<file path="config.mk">
export PLATFORM = sky130hd
export DESIGN_NAME = seq_adder_32_flat
export DESIGN_NICKNAME = d
export VERILOG_FILES = /design/src/rtl/seq_adder_32_pkg.sv /design/src/rtl/seq_adder_32_if.sv /design/src/rtl/seq_adder_32_cla_add_4bits.sv /design/src/rtl/seq_adder_32.sv /design/src/flat_wrapper.sv
export SDC_FILE = /design/constraint.sdc
export NUM_CORES = 1
export LEC_CHECK = 0
export BUFFER_PORTS_ARGS = -buffer_cell sky130_fd_sc_hd__buf_2
export CORE_UTILIZATION = 59
export DETAILED_ROUTE_END_ITERATION = 8
export HOLD_SLACK_MARGIN = 0.12
export PLACE_DENSITY_LB_ADDON = 0.25
export SLEW_MARGIN = 15
export SYNTH_ARGS = -nofsm -noshare
export SYNTH_HDL_FRONTEND = slang
export SYNTH_SLANG_ARGS = --single-unit
</file>
<file path="constraint.sdc">
create_clock -name clk -period 4.15 [get_ports clk]
set_input_delay 0.83 -clock clk [delete_from_list [all_inputs] [get_ports clk]]
set_output_delay 0.83 -clock clk [all_outputs]
set_load 0.005 [all_outputs]
</file>
<file path="src/rtl/seq_adder_32_pkg.sv">
// rtl/seq_adder_32_pkg.sv - shared types, constants and helpers for seq_adder_32
// Purpose: FSM state encoding, nibble width and counter-width helper shared by
//          the interface, the add slice and the top level.
package seq_adder_32_pkg;

  // Width of one add slice; the operand is consumed one slice per cycle.
  localparam int NIB_W = 4;

  // FSM state codes, kept as plain constants so older tools can use them too.
  localparam logic [1:0] IDLE = 2'd0;
  localparam logic [1:0] BUSY = 2'd1;
  localparam logic [1:0] DONE = 2'd2;

  typedef enum logic [1:0] {
    ST_IDLE = IDLE,
    ST_BUSY = BUSY,
    ST_DONE = DONE
  } state_e;

  // Bits needed to count the WIDTH/4 nibbles of an operand.
  function automatic int cnt_w(input int width);
    return (width / NIB_W > 1) ? $clog2(width / NIB_W) : 1;
  endfunction

endpackage

</file>
<file path="src/rtl/seq_adder_32_if.sv">
// rtl/seq_adder_32_if.sv - operand/result handshake bundle for seq_adder_32
// Purpose: groups the operand request channel and the result channel.
// Signals:
//   in_valid/in_ready  operand handshake (a, b, cin, and op when SEQ_ADDER_SUB_EN)
//   out_valid/out_ready result handshake (sum, cout, ovf)
// Modports: master = operand producer / result consumer, slave = the adder.
// Macro: SEQ_ADDER_SUB_EN adds the op signal (0 add, 1 subtract).
interface seq_adder_32_if #(
  parameter int WIDTH = 32
);
  logic             in_valid;
  logic             in_ready;
  logic [WIDTH-1:0] a;
  logic [WIDTH-1:0] b;
  logic             cin;
`ifdef SEQ_ADDER_SUB_EN
  logic             op;
`endif
  logic             out_valid;
  logic             out_ready;
  logic [WIDTH-1:0] sum;
  logic             cout;
  logic             ovf;

`ifdef SEQ_ADDER_SUB_EN
  modport master (
    output in_valid, a, b, cin, op, out_ready,
    input  in_ready, out_valid, sum, cout, ovf
  );
  modport slave (
    input  in_valid, a, b, cin, op, out_ready,
    output in_ready, out_valid, sum, cout, ovf
  );
`else
  modport master (
    output in_valid, a, b, cin, out_ready,
    input  in_ready, out_valid, sum, cout, ovf
  );
  modport slave (
    input  in_valid, a, b, cin, out_ready,
    output in_ready, out_valid, sum, cout, ovf
  );
`endif

endinterface

</file>
<file path="src/rtl/seq_adder_32_cla_add_4bits.sv">
// rtl/seq_adder_32_cla_add_4bits.sv - combinational 4-bit carry-lookahead add slice
// Purpose: adds two nibbles plus a carry-in with lookahead carries.
// Ports:
//   x, y  in  4  addend nibbles
//   c0    in  1  carry-in
//   s     out 4  nibble sum
//   c3    out 1  carry into bit 3 (for signed overflow)
//   c4    out 1  carry out of bit 3
//   gm,pm out 1  group generate / propagate
module cla_add_4bits (
  input  logic [3:0] x,
  input  logic [3:0] y,
  input  logic       c0,
  output logic [3:0] s,
  output logic       c3,
  output logic       c4,
  output logic       gm,
  output logic       pm
);
  logic [3:0] g;
  logic [3:0] p;
  logic       c1;
  logic       c2;

  // Inclusive-OR propagate is valid for carries; the sum still needs x^y.
  assign g = x & y;
  assign p = x | y;

  assign c1 = g[0] | (p[0] & c0);
  assign c2 = g[1] | (p[1] & g[0]) | (p[1] & p[0] & c0);
  assign c3 = g[2] | (p[2] & g[1]) | (p[2] & p[1] & g[0]) | (p[2] & p[1] & p[0] & c0);

  assign gm = g[3] | (p[3] & g[2]) | (p[3] & p[2] & g[1]) | (p[3] & p[2] & p[1] & g[0]);
  assign pm = &p;
  assign c4 = gm | (pm & c0);

  assign s = x ^ y ^ {c3, c2, c1, c0};

endmodule

</file>
<file path="src/rtl/seq_adder_32.sv">
// rtl/seq_adder_32.sv - iterative nibble-serial adder with valid/ready handshake
// Purpose: adds two WIDTH-bit operands one 4-bit nibble per cycle, LSB first,
//          reporting sum, unsigned carry-out and signed overflow.
// Ports:
//   clk    in  rising-edge clock
//   rst_n  in  asynchronous active-low reset
//   bus    seq_adder_32_if.slave (operand and result handshakes)
// Parameter: WIDTH, multiple of 4 and at least 8.
// Macro: SEQ_ADDER_SUB_EN enables op (1 = subtract: b inverted, carry-in forced 1).
module seq_adder_32
  import seq_adder_32_pkg::*;
#(
  parameter int WIDTH = 32
) (
  input  logic           clk,
  input  logic           rst_n,
  seq_adder_32_if.slave  bus
);
  localparam int NIB = WIDTH / NIB_W;
  localparam int CW  = cnt_w(WIDTH);
  localparam logic [CW-1:0] LAST = CW'(NIB - 1);

  logic [1:0]       state_q, state_d;
  logic [WIDTH-1:0] a_q, a_d;
  logic [WIDTH-1:0] b_q, b_d;
  logic [WIDTH-1:0] sum_q, sum_d;
  logic             carry_q, carry_d;
  logic [CW-1:0]    cnt_q, cnt_d;
  logic             cout_q, cout_d;
  logic             ovf_q, ovf_d;

  logic [WIDTH-1:0] b_eff;
  logic             cin_eff;

`ifdef SEQ_ADDER_SUB_EN
  assign b_eff   = bus.op ? ~bus.b : bus.b;
  assign cin_eff = bus.op | bus.cin;
`else
  assign b_eff   = bus.b;
  assign cin_eff = bus.cin;
`endif

  // Nibble mux feeding the single shared slice.
  logic [NIB_W-1:0] slice_x;
  logic [NIB_W-1:0] slice_y;
  logic [NIB_W-1:0] slice_s;
  logic             slice_c3;
  logic             slice_c4;
  logic             slice_gm;
  logic             slice_pm;

  assign slice_x = a_q[NIB_W*cnt_q +: NIB_W];
  assign slice_y = b_q[NIB_W*cnt_q +: NIB_W];

  cla_add_4bits u_slice (
    .x  (slice_x),
    .y  (slice_y),
    .c0 (carry_q),
    .s  (slice_s),
    .c3 (slice_c3),
    .c4 (slice_c4),
    .gm (slice_gm),
    .pm (slice_pm)
  );

  always_comb begin
    state_d = state_q;
    a_d     = a_q;
    b_d     = b_q;
    sum_d   = sum_q;
    carry_d = carry_q;
    cnt_d   = cnt_q;
    cout_d  = cout_q;
    ovf_d   = ovf_q;
    case (state_q)
      IDLE: begin
        if (bus.in_valid) begin
          a_d     = bus.a;
          b_d     = b_eff;
          carry_d = cin_eff;
          cnt_d   = '0;
          sum_d   = '0;
          state_d = BUSY;
        end
      end
      BUSY: begin
        sum_d[NIB_W*cnt_q +: NIB_W] = slice_s;
        // Group generate/propagate form of the slice carry-out.
        carry_d = slice_gm | (slice_pm & carry_q);
        cnt_d   = cnt_q + CW'(1);
        if (cnt_q == LAST) begin
          cout_d  = slice_c4;
          ovf_d   = slice_c3 ^ slice_c4;
          cnt_d   = '0;
          state_d = DONE;
        end
      end
      DONE: begin
        if (bus.out_ready) begin
          state_d = IDLE;
        end
      end
      default: state_d = IDLE;
    endcase
  end

  always_ff @(posedge clk or negedge rst_n) begin
    if (!rst_n) begin
      state_q <= IDLE;
      a_q     <= '0;
      b_q     <= '0;
      sum_q   <= '0;
      carry_q <= 1'b0;
      cnt_q   <= '0;
      cout_q  <= 1'b0;
      ovf_q   <= 1'b0;
    end else begin
      state_q <= state_d;
      a_q     <= a_d;
      b_q     <= b_d;
      sum_q   <= sum_d;
      carry_q <= carry_d;
      cnt_q   <= cnt_d;
      cout_q  <= cout_d;
      ovf_q   <= ovf_d;
    end
  end

  assign bus.in_ready  = (state_q == IDLE);
  assign bus.out_valid = (state_q == DONE);
  assign bus.sum       = sum_q;
  assign bus.cout      = cout_q;
  assign bus.ovf       = ovf_q;

endmodule

</file>
<file path="src/flat_wrapper.sv">
// flat-port wrapper written by rule: the top's interface ports become plain ports
module seq_adder_32_flat import seq_adder_32_pkg::*;
#(
  parameter int WIDTH = 32
)
  (clk, rst_n, bus_in_valid, bus_a, bus_b, bus_cin, bus_out_ready, bus_in_ready, bus_out_valid, bus_sum, bus_cout, bus_ovf);
  seq_adder_32_if #(.WIDTH(WIDTH)) bus_i ();
  input  logic clk;
  input  logic rst_n;
  input wire logic [$bits(bus_i.in_valid)-1:0] bus_in_valid;
  input wire logic [$bits(bus_i.a)-1:0] bus_a;
  input wire logic [$bits(bus_i.b)-1:0] bus_b;
  input wire logic [$bits(bus_i.cin)-1:0] bus_cin;
  input wire logic [$bits(bus_i.out_ready)-1:0] bus_out_ready;
  output wire logic [$bits(bus_i.in_ready)-1:0] bus_in_ready;
  output wire logic [$bits(bus_i.out_valid)-1:0] bus_out_valid;
  output wire logic [$bits(bus_i.sum)-1:0] bus_sum;
  output wire logic [$bits(bus_i.cout)-1:0] bus_cout;
  output wire logic [$bits(bus_i.ovf)-1:0] bus_ovf;
  assign bus_i.in_valid = bus_in_valid;
  assign bus_i.a = bus_a;
  assign bus_i.b = bus_b;
  assign bus_i.cin = bus_cin;
  assign bus_i.out_ready = bus_out_ready;
  assign bus_in_ready = bus_i.in_ready;
  assign bus_out_valid = bus_i.out_valid;
  assign bus_sum = bus_i.sum;
  assign bus_cout = bus_i.cout;
  assign bus_ovf = bus_i.ovf;
  seq_adder_32 #(.WIDTH(WIDTH)) u_core (.clk(clk), .rst_n(rst_n), .bus(bus_i));
endmodule
</file>
==> results of run 1 <==
layer usage:
layer / vias up / global-route usage [%] / wire, µm
met4: 0 / 7.95 / 168
met3: 13 / 5.02 / 591
met2: 121 / 43.8 / 5540
met5: - / 0 / 0
li1: 1883 / - / -
met1: 1897 / 37.7 / 4990
flip-flops by register name, indices dropped and copies added (netlist names):
register and flops:
u_core.a_q 32, u_core.b_q 32, u_core.bus.cout 1, u_core.bus.ovf 1
u_core.bus.sum 32, u_core.carry_q 1, u_core.cnt_q 3, u_core.state_q 2
stage by stage:
stage	setup WS [ps]	hold slack [ps]	utilization, %	cells	area (µm²)
global placement	1220	455	68.0	699	5590
floorplan	1630	440	-	507	5020
finish	1100	476	70.8	715	5820
global route	812	510	70.8	715	5820
detailed placement	1100	459	68.0	699	5590
CTS	1060	481	70.8	715	5820
where the power goes:
group	internal (mW)	switching (mW)	total, mW
clock	0.374	0.336	0.710
combinational	1.06	1.54	2.61
sequential	1.46	0.297	1.76
worst max path at each step:
stage,start,to,cells past startpoint
4_1_cts,u_core.cnt_q[0],u_core.bus.sum[2],10
6_report,u_core.cnt_q[0],u_core.bus.sum[2],10
2_1_floorplan,u_core.cnt_q[0],u_core.bus.sum[2],11
5_1_grt,u_core.cnt_q[0],u_core.bus.sum[18],10
3_5_place_dp,u_core.cnt_q[0],u_core.bus.sum[2],10
3_3_place_gp,u_core.cnt_q[0],u_core.bus.sum[2],10
synth_stat cells (all sizes together):
cell type  instances  area (µm²)
a22o              19         166
clkinv             1        3.75
a21oi             10        50.1
dfrtp            104        2600
nand3              8        40.0
ha                16         200
o32ai              1        8.76
xnor2              1        8.76
o211ai             1        7.51
o221ai             1        15.0
nand3b             1        7.51
o2111ai            1        8.76
nor3               5        36.3
o2111a             1        11.3
nor2b              7        43.8
nand2b             3        18.8
mux4              16         360
o2bb2ai            5        43.8
and3b              1        10.0
buf               22         136
clkbuf             2        7.51
a31oi              2        18.8
nor2              10        37.5
inv               13        48.8
o21ai              9        45.0
xor2               2        17.5
a211oi             1        12.5
o311a              1        10.0
nand4              5        43.8
nand2            217         815
a41o               1        10.0
fa                 1        20.0
nand4b             1        8.76
and2               8        63.8
or2                1        6.26
o31ai              3        22.5
mux2               1        11.3
or3                1        6.26
and3               1        6.26
nor3b              2        20.0
o21bai             1        7.51
final cells by class:
type	count	area, µm²	area share, %
sequential	104	2600	44.7
multi-input combinational	365	2230	38.3
timing repair buffer	111	576	9.89
clock buffer	12	155	2.67
tap	105	131	2.26
clock inverter	4	76.3	1.31
inverter	14	52.6	0.903
cell families (layout without fill, tap and decap cells):
| family | after synthesis | count (layout) |
|---|---|---|
| compound gates | 57 | 57 |
| xor+xnor | 3 | 3 |
| fa+ha+maj | 17 | 17 |
| buf+inv | 38 | 141 |
| flops | 104 | 104 |
| mux | 17 | 17 |
| simple gates | 271 | 271 |
tightest hold or removal path, delay by kind of cell (launching register included):
kind          cells  cell delay (ps)
flops             1              350
simple gates      2              100
==> flow_metrics.env, run 1 <==
export IMPL_run_status="finished clean"
export IMPL_cts_root_to_sink_buffers=2
export IMPL_summed_negative_setup_slack_over_all_endpoints_ps=0
export IMPL_slew_limit_headroom_pct=50.9
export IMPL_timing_final_max_slew_violations=0
export IMPL_yosysSeqAreaShare_pct=51.9
export IMPL_clock_tree_sinks=104
export IMPL_worstSetupEndpointType="flip-flop"
export IMPL_hp_start="u_core.b_q[27]"
export IMPL_ys_seq_elements=104
export IMPL_hpwl_um=7930
export IMPL_combinational_family_with_the_most_area_after_synthesis="simple AND/OR/NAND/NOR gates"
export IMPL_detail_route_wirelength_um=11300
export IMPL_routabilityCongestion=0.887
export IMPL_worstPathMaxFanout=29
export IMPL_post_route_cells_drive_above_1_share_pct=27.0
export IMPL_adder_cell_share_of_the_synthesized_area_pct=4.39
export IMPL_synth_cells=507
export IMPL_clk_pin_slew_ps=100
export IMPL_worst_slew_pin_slew_ps=734
export IMPL_required_ps=4450
export IMPL_num_fill_cells=628
export IMPL_grt_use_total_pct=27.2
export IMPL_design_final_nets=691
export IMPL_fmax_mhz=328
export IMPL_min_period_over_period_pct=73.5
export IMPL_first_global_vias=3759
export IMPL_worstRegToRegCells=10
export IMPL_hold_path_class="flip-flop to flip-flop"
export IMPL_num_rows=33
export IMPL_drt_drc_violations_left=0
export IMPL_synth_xor_area_share_pct=0.524
export IMPL_route_detailed_wl_per_inst_um=15.8
export IMPL_critical_path_class="flip-flop to flip-flop"
export IMPL_layout_commonest_cell="sky130_fd_sc_hd__nand2_1"
export IMPL_yosys_warnings=0
export IMPL_r2r_slack_ps=1100
export IMPL_grt_start_max_net_pins=75
export IMPL_ioPinCount=105
export IMPL_overflow=0
export IMPL_report_power_total_mw=5.08
export IMPL_cpMaxStageDelayCell="sky130_fd_sc_hd__xor2_1"
export IMPL_syn_nets=593
export IMPL_clk_root_buffer_cell="sky130_fd_sc_hd__clkbuf_8"
export IMPL_synth_area_mux_share_pct=7.40
export IMPL_postRouteAntennaNets=0
export IMPL_worstReg2RegEnd="u_core.bus.sum[2]"
export IMPL_complex_gate_fraction_of_the_synthesized_area_pct=8.73
export IMPL_area_delta_synth_final_pct=16.0
export IMPL_post_synth_and_or_nand_nor_area_fraction_pct=23.2
export IMPL_core_mm2=0.00822
export IMPL_max_cap_viol_count=0
export IMPL_ctsResizeCount=0
export IMPL_antenna_found_initial=0
export IMPL_cts_setup_buffers=0
export IMPL_cts_made_buffers=9
export IMPL_wire_length_of_the_first_global_routing_pass_um=18300
export IMPL_synthDistinctLibCells=49
export IMPL_worstPathCellList="buf_4, mux4_2, nand2_1, and2_2, inv_1, ha_1, nor2b_1, a21oi_1, xor2_1, mux2_2"
export IMPL_fp_dieH_um=94.2
export IMPL_syn_cell_area_mm2=0.00502
export IMPL_initial_cell_density_of_the_core_pct=61.1
export IMPL_pwr_density_cell_mw_per_mm2=872
export IMPL_period_minus_slack_ps=3050
export IMPL_critical_path_data_arrival_time_ps=3360
export IMPL_hold_path_cell_count=2
export IMPL_initial_drc_count=182
export IMPL_startpoint_type="flip-flop"
export IMPL_antenna_diode_count=0
export IMPL_leakage_nw=3.12
export IMPL_post_drt_via_cell_ratio=5.47
export IMPL_cts_max_level=3
export IMPL_route_vias_total=3914
export IMPL_clock_tree_from_tritoncts="built"
export IMPL_ctsHoldBuffers=0
export IMPL_portBuffers=104
export IMPL_die_outline_width_um=94.2
export IMPL_die_area_mm2=0.00888
export IMPL_finClkSkew_ps=9.58
export IMPL_cell_family_with_the_largest_share_of_critical_path_delay="multiplexers"
export IMPL_layout_cells_most_common_list="216 x sky130_fd_sc_hd__nand2_1, 104 x sky130_fd_sc_hd__dfrtp_1, 103 x sky130_fd_sc_hd__buf_2, 19 x sky130_fd_sc_hd__a22o_1"
export IMPL_crit_path_max_incr_delay_ps=590
export IMPL_hold_path_endpoint="u_core.b_q[27]"
export IMPL_finalSetupViolations=0
export IMPL_final_hold_violation_count=0
export IMPL_detailedRoute_firstPassIterationCount=4
export IMPL_syn_area_per_cell_um2=9.90
export IMPL_timing_critical_path_buf_inv=2
export IMPL_grt_setup_unrepaired="no"
export IMPL_vdd_drop_max_v=0.000414
export IMPL_worstReg2RegStart="u_core.cnt_q[0]"
export IMPL_clock_latency_ps=360
Power figures use the tool's default switching activity.
==> run 2, diff against run 1 <==
--- a/config.mk
+++ b/config.mk
@@ -6,7 +6,7 @@
 export NUM_CORES = 1
 export LEC_CHECK = 0
 export BUFFER_PORTS_ARGS = -buffer_cell sky130_fd_sc_hd__buf_2
-export CORE_UTILIZATION = 59
+export CORE_UTILIZATION = 55
 export DETAILED_ROUTE_END_ITERATION = 8
 export HOLD_SLACK_MARGIN = 0.12
 export PLACE_DENSITY_LB_ADDON = 0.25
==> constraint.sdc (replaced) <==
create_clock -name clk -period 3.1 [get_ports clk]
set_input_delay 0.62 -clock clk [delete_from_list [all_inputs] [get_ports clk]]
set_output_delay 0.62 -clock clk [all_outputs]
set_load 0.005 [all_outputs]
==> run 2 against run 1 <==
- combinational power increased by 36%
- critical path depth unchanged
- power is 32% higher
- non-clock buffer count rose by 3
- sequential share of layout area increased by 0.11 points
- die area rose by 7.1%
- critical path type unchanged
- hold slack got worse by 190 ps
- maximum frequency rose by 11%
- flip-flop and latch count is the same
- utilization fell by 4.6 points
- worst setup slack got worse by 750 ps
- sequential power rose by 33%
==> flow_metrics.env, run 2 (synthesized netlist as in run 1, its figures left out) <==
export IMPL_run_status="finished clean"
export IMPL_area_delta_synth_final_pct=15.7
export IMPL_cts_made_buffers=9
export IMPL_wire_length_of_the_first_global_routing_pass_um=19400
export IMPL_die_area_mm2=0.00951
export IMPL_fp_dieH_um=97.5
export IMPL_max_cap_viol_count=0
export IMPL_route_detailed_wl_per_inst_um=15.6
export IMPL_critical_path_data_arrival_time_ps=3070
export IMPL_die_outline_width_um=97.5
export IMPL_postRouteAntennaNets=0
export IMPL_design_final_nets=694
export IMPL_route_vias_total=3929
export IMPL_ctsResizeCount=0
export IMPL_fmax_mhz=363
export IMPL_cts_setup_buffers=0
export IMPL_startpoint_type="flip-flop"
export IMPL_layout_cells_most_common_list="216 x sky130_fd_sc_hd__nand2_1, 104 x sky130_fd_sc_hd__dfrtp_1, 103 x sky130_fd_sc_hd__buf_2, 19 x sky130_fd_sc_hd__a22o_1"
export IMPL_ioPinCount=105
export IMPL_clock_latency_ps=370
export IMPL_met1_length_um=5040
export IMPL_detailedRoute_firstPassIterationCount=4
export IMPL_maxUsedRoutingLayer="met4"
export IMPL_initial_drc_count=179
export IMPL_vdd_drop_max_v=0.000763
export IMPL_clock_tree_from_tritoncts="built"
export IMPL_antenna_diode_count=0
export IMPL_antenna_found_initial=0
export IMPL_post_drt_via_cell_ratio=5.45
export IMPL_critical_path_class="flip-flop to flip-flop"
export IMPL_timing_final_max_slew_violations=0
export IMPL_clk_root_buffer_cell="sky130_fd_sc_hd__clkbuf_8"
export IMPL_portBuffers=104
export IMPL_detail_route_wirelength_um=11200
export IMPL_overflow=0
export IMPL_cts_max_level=3
export IMPL_clk_pin_slew_ps=110
export IMPL_finalSetupViolations=0
export IMPL_min_period_over_period_pct=88.8
export IMPL_drt_drc_violations_left=0
export IMPL_hold_path_class="input port to async pin"
export IMPL_cp_startpoint="u_core.cnt_q[0]"
export IMPL_report_power_total_mw=6.69
export IMPL_worstPathMaxFanout=10
export IMPL_grt_use_total_pct=25.7
export IMPL_final_hold_violation_count=0
export IMPL_routabilityCongestion=0.875
export IMPL_layout_commonest_cell="sky130_fd_sc_hd__nand2_1"
export IMPL_clock_tree_sinks=104
export IMPL_grt_start_max_net_pins=59
export IMPL_required_ps=3420
export IMPL_first_global_vias=3961
export IMPL_ctsHoldBuffers=0
export IMPL_post_route_cells_drive_above_1_share_pct=27.6
export IMPL_num_rows=34
export IMPL_initial_cell_density_of_the_core_pct=57.3
export IMPL_period_minus_slack_ps=2750
export IMPL_pwr_density_cell_mw_per_mm2=1150
export IMPL_hpwl_um=8130
export IMPL_worstSetupEndpointType="flip-flop"
export IMPL_cts_root_to_sink_buffers=2
export IMPL_worst_slew_pin_slew_ps=740
export IMPL_grt_setup_unrepaired="no"
export IMPL_slew_limit_headroom_pct=50.7
export IMPL_summed_negative_setup_slack_over_all_endpoints_ps=0
export IMPL_worstReg2RegStart="u_core.cnt_q[0]"
export IMPL_leakage_nw=3.12
export IMPL_routed_wl_met3_um=642
export IMPL_finClkSkew_ps=8.90
export IMPL_met2_length_um=5340
export IMPL_core_mm2=0.00876
## run 2: layer usage
metal / vias to the layer above / track usage [%]
met3: 19 / 4.17
met4: 0 / 8.94
met5: - / 0
li1: 1890 / -
met1: 1893 / 37.1
met2: 127 / 39.6
## run 2: layout make-up
cell class	count	area, µm²
flip-flops and latches	104	2600
repair buffers	114	611
clock inverters	7	55.1
inverters	14	52.6
clock buffers	9	124
well taps	108	135
fillers	723	2960
multi-input cells	365	2230
## run 2: report_power, final
part / leakage, nW / switching (mW) / internal [mW]
clock: 0.0919 / 0.502 / 0.303
combinational: 1.70 / 2.10 / 1.45
sequential: 1.33 / 0.379 / 1.96
## run 2: final timing paths
path / endpoint / slack [ps] / depth (start not counted)
min in group clk: u_core.b_q[16] / 430 / 3
max in group asynchronous: u_core.a_q[13] / 2110 / 2
hold reg to reg: u_core.a_q[8] / 480 / 2
setup / recovery: u_core.bus.sum[2] / 350 / 10
setup reg to reg: u_core.bus.sum[2] / 350 / 10
hold / removal: u_core.bus.sum[6] / 290 / 1
## run 2: worst max-delay path: stages (launching register included)
cell and delay, ps:
sky130_fd_sc_hd__dfrtp_1 370, sky130_fd_sc_hd__buf_4 220, sky130_fd_sc_hd__mux4_2 520, sky130_fd_sc_hd__nand2_1 70, sky130_fd_sc_hd__and2_2 160, sky130_fd_sc_hd__inv_1 40
sky130_fd_sc_hd__ha_1 230, sky130_fd_sc_hd__nor2b_1 180, sky130_fd_sc_hd__a21oi_1 70, sky130_fd_sc_hd__xor2_1 570, sky130_fd_sc_hd__mux2_2 280
## run 2: per-stage QoR
step	cell area, µm²	instances	util [%]	setup slack (ps)	hold WS [ps]
5_1_grt	5810	721	66.3	137	352
3_3_place_gp	5630	705	64.2	380	456
4_1_cts	5810	721	66.3	308	320
3_5_place_dp	5630	705	64.2	310	460
2_1_floorplan	5020	507	-	581	324
6_report	5810	721	66.3	349	289
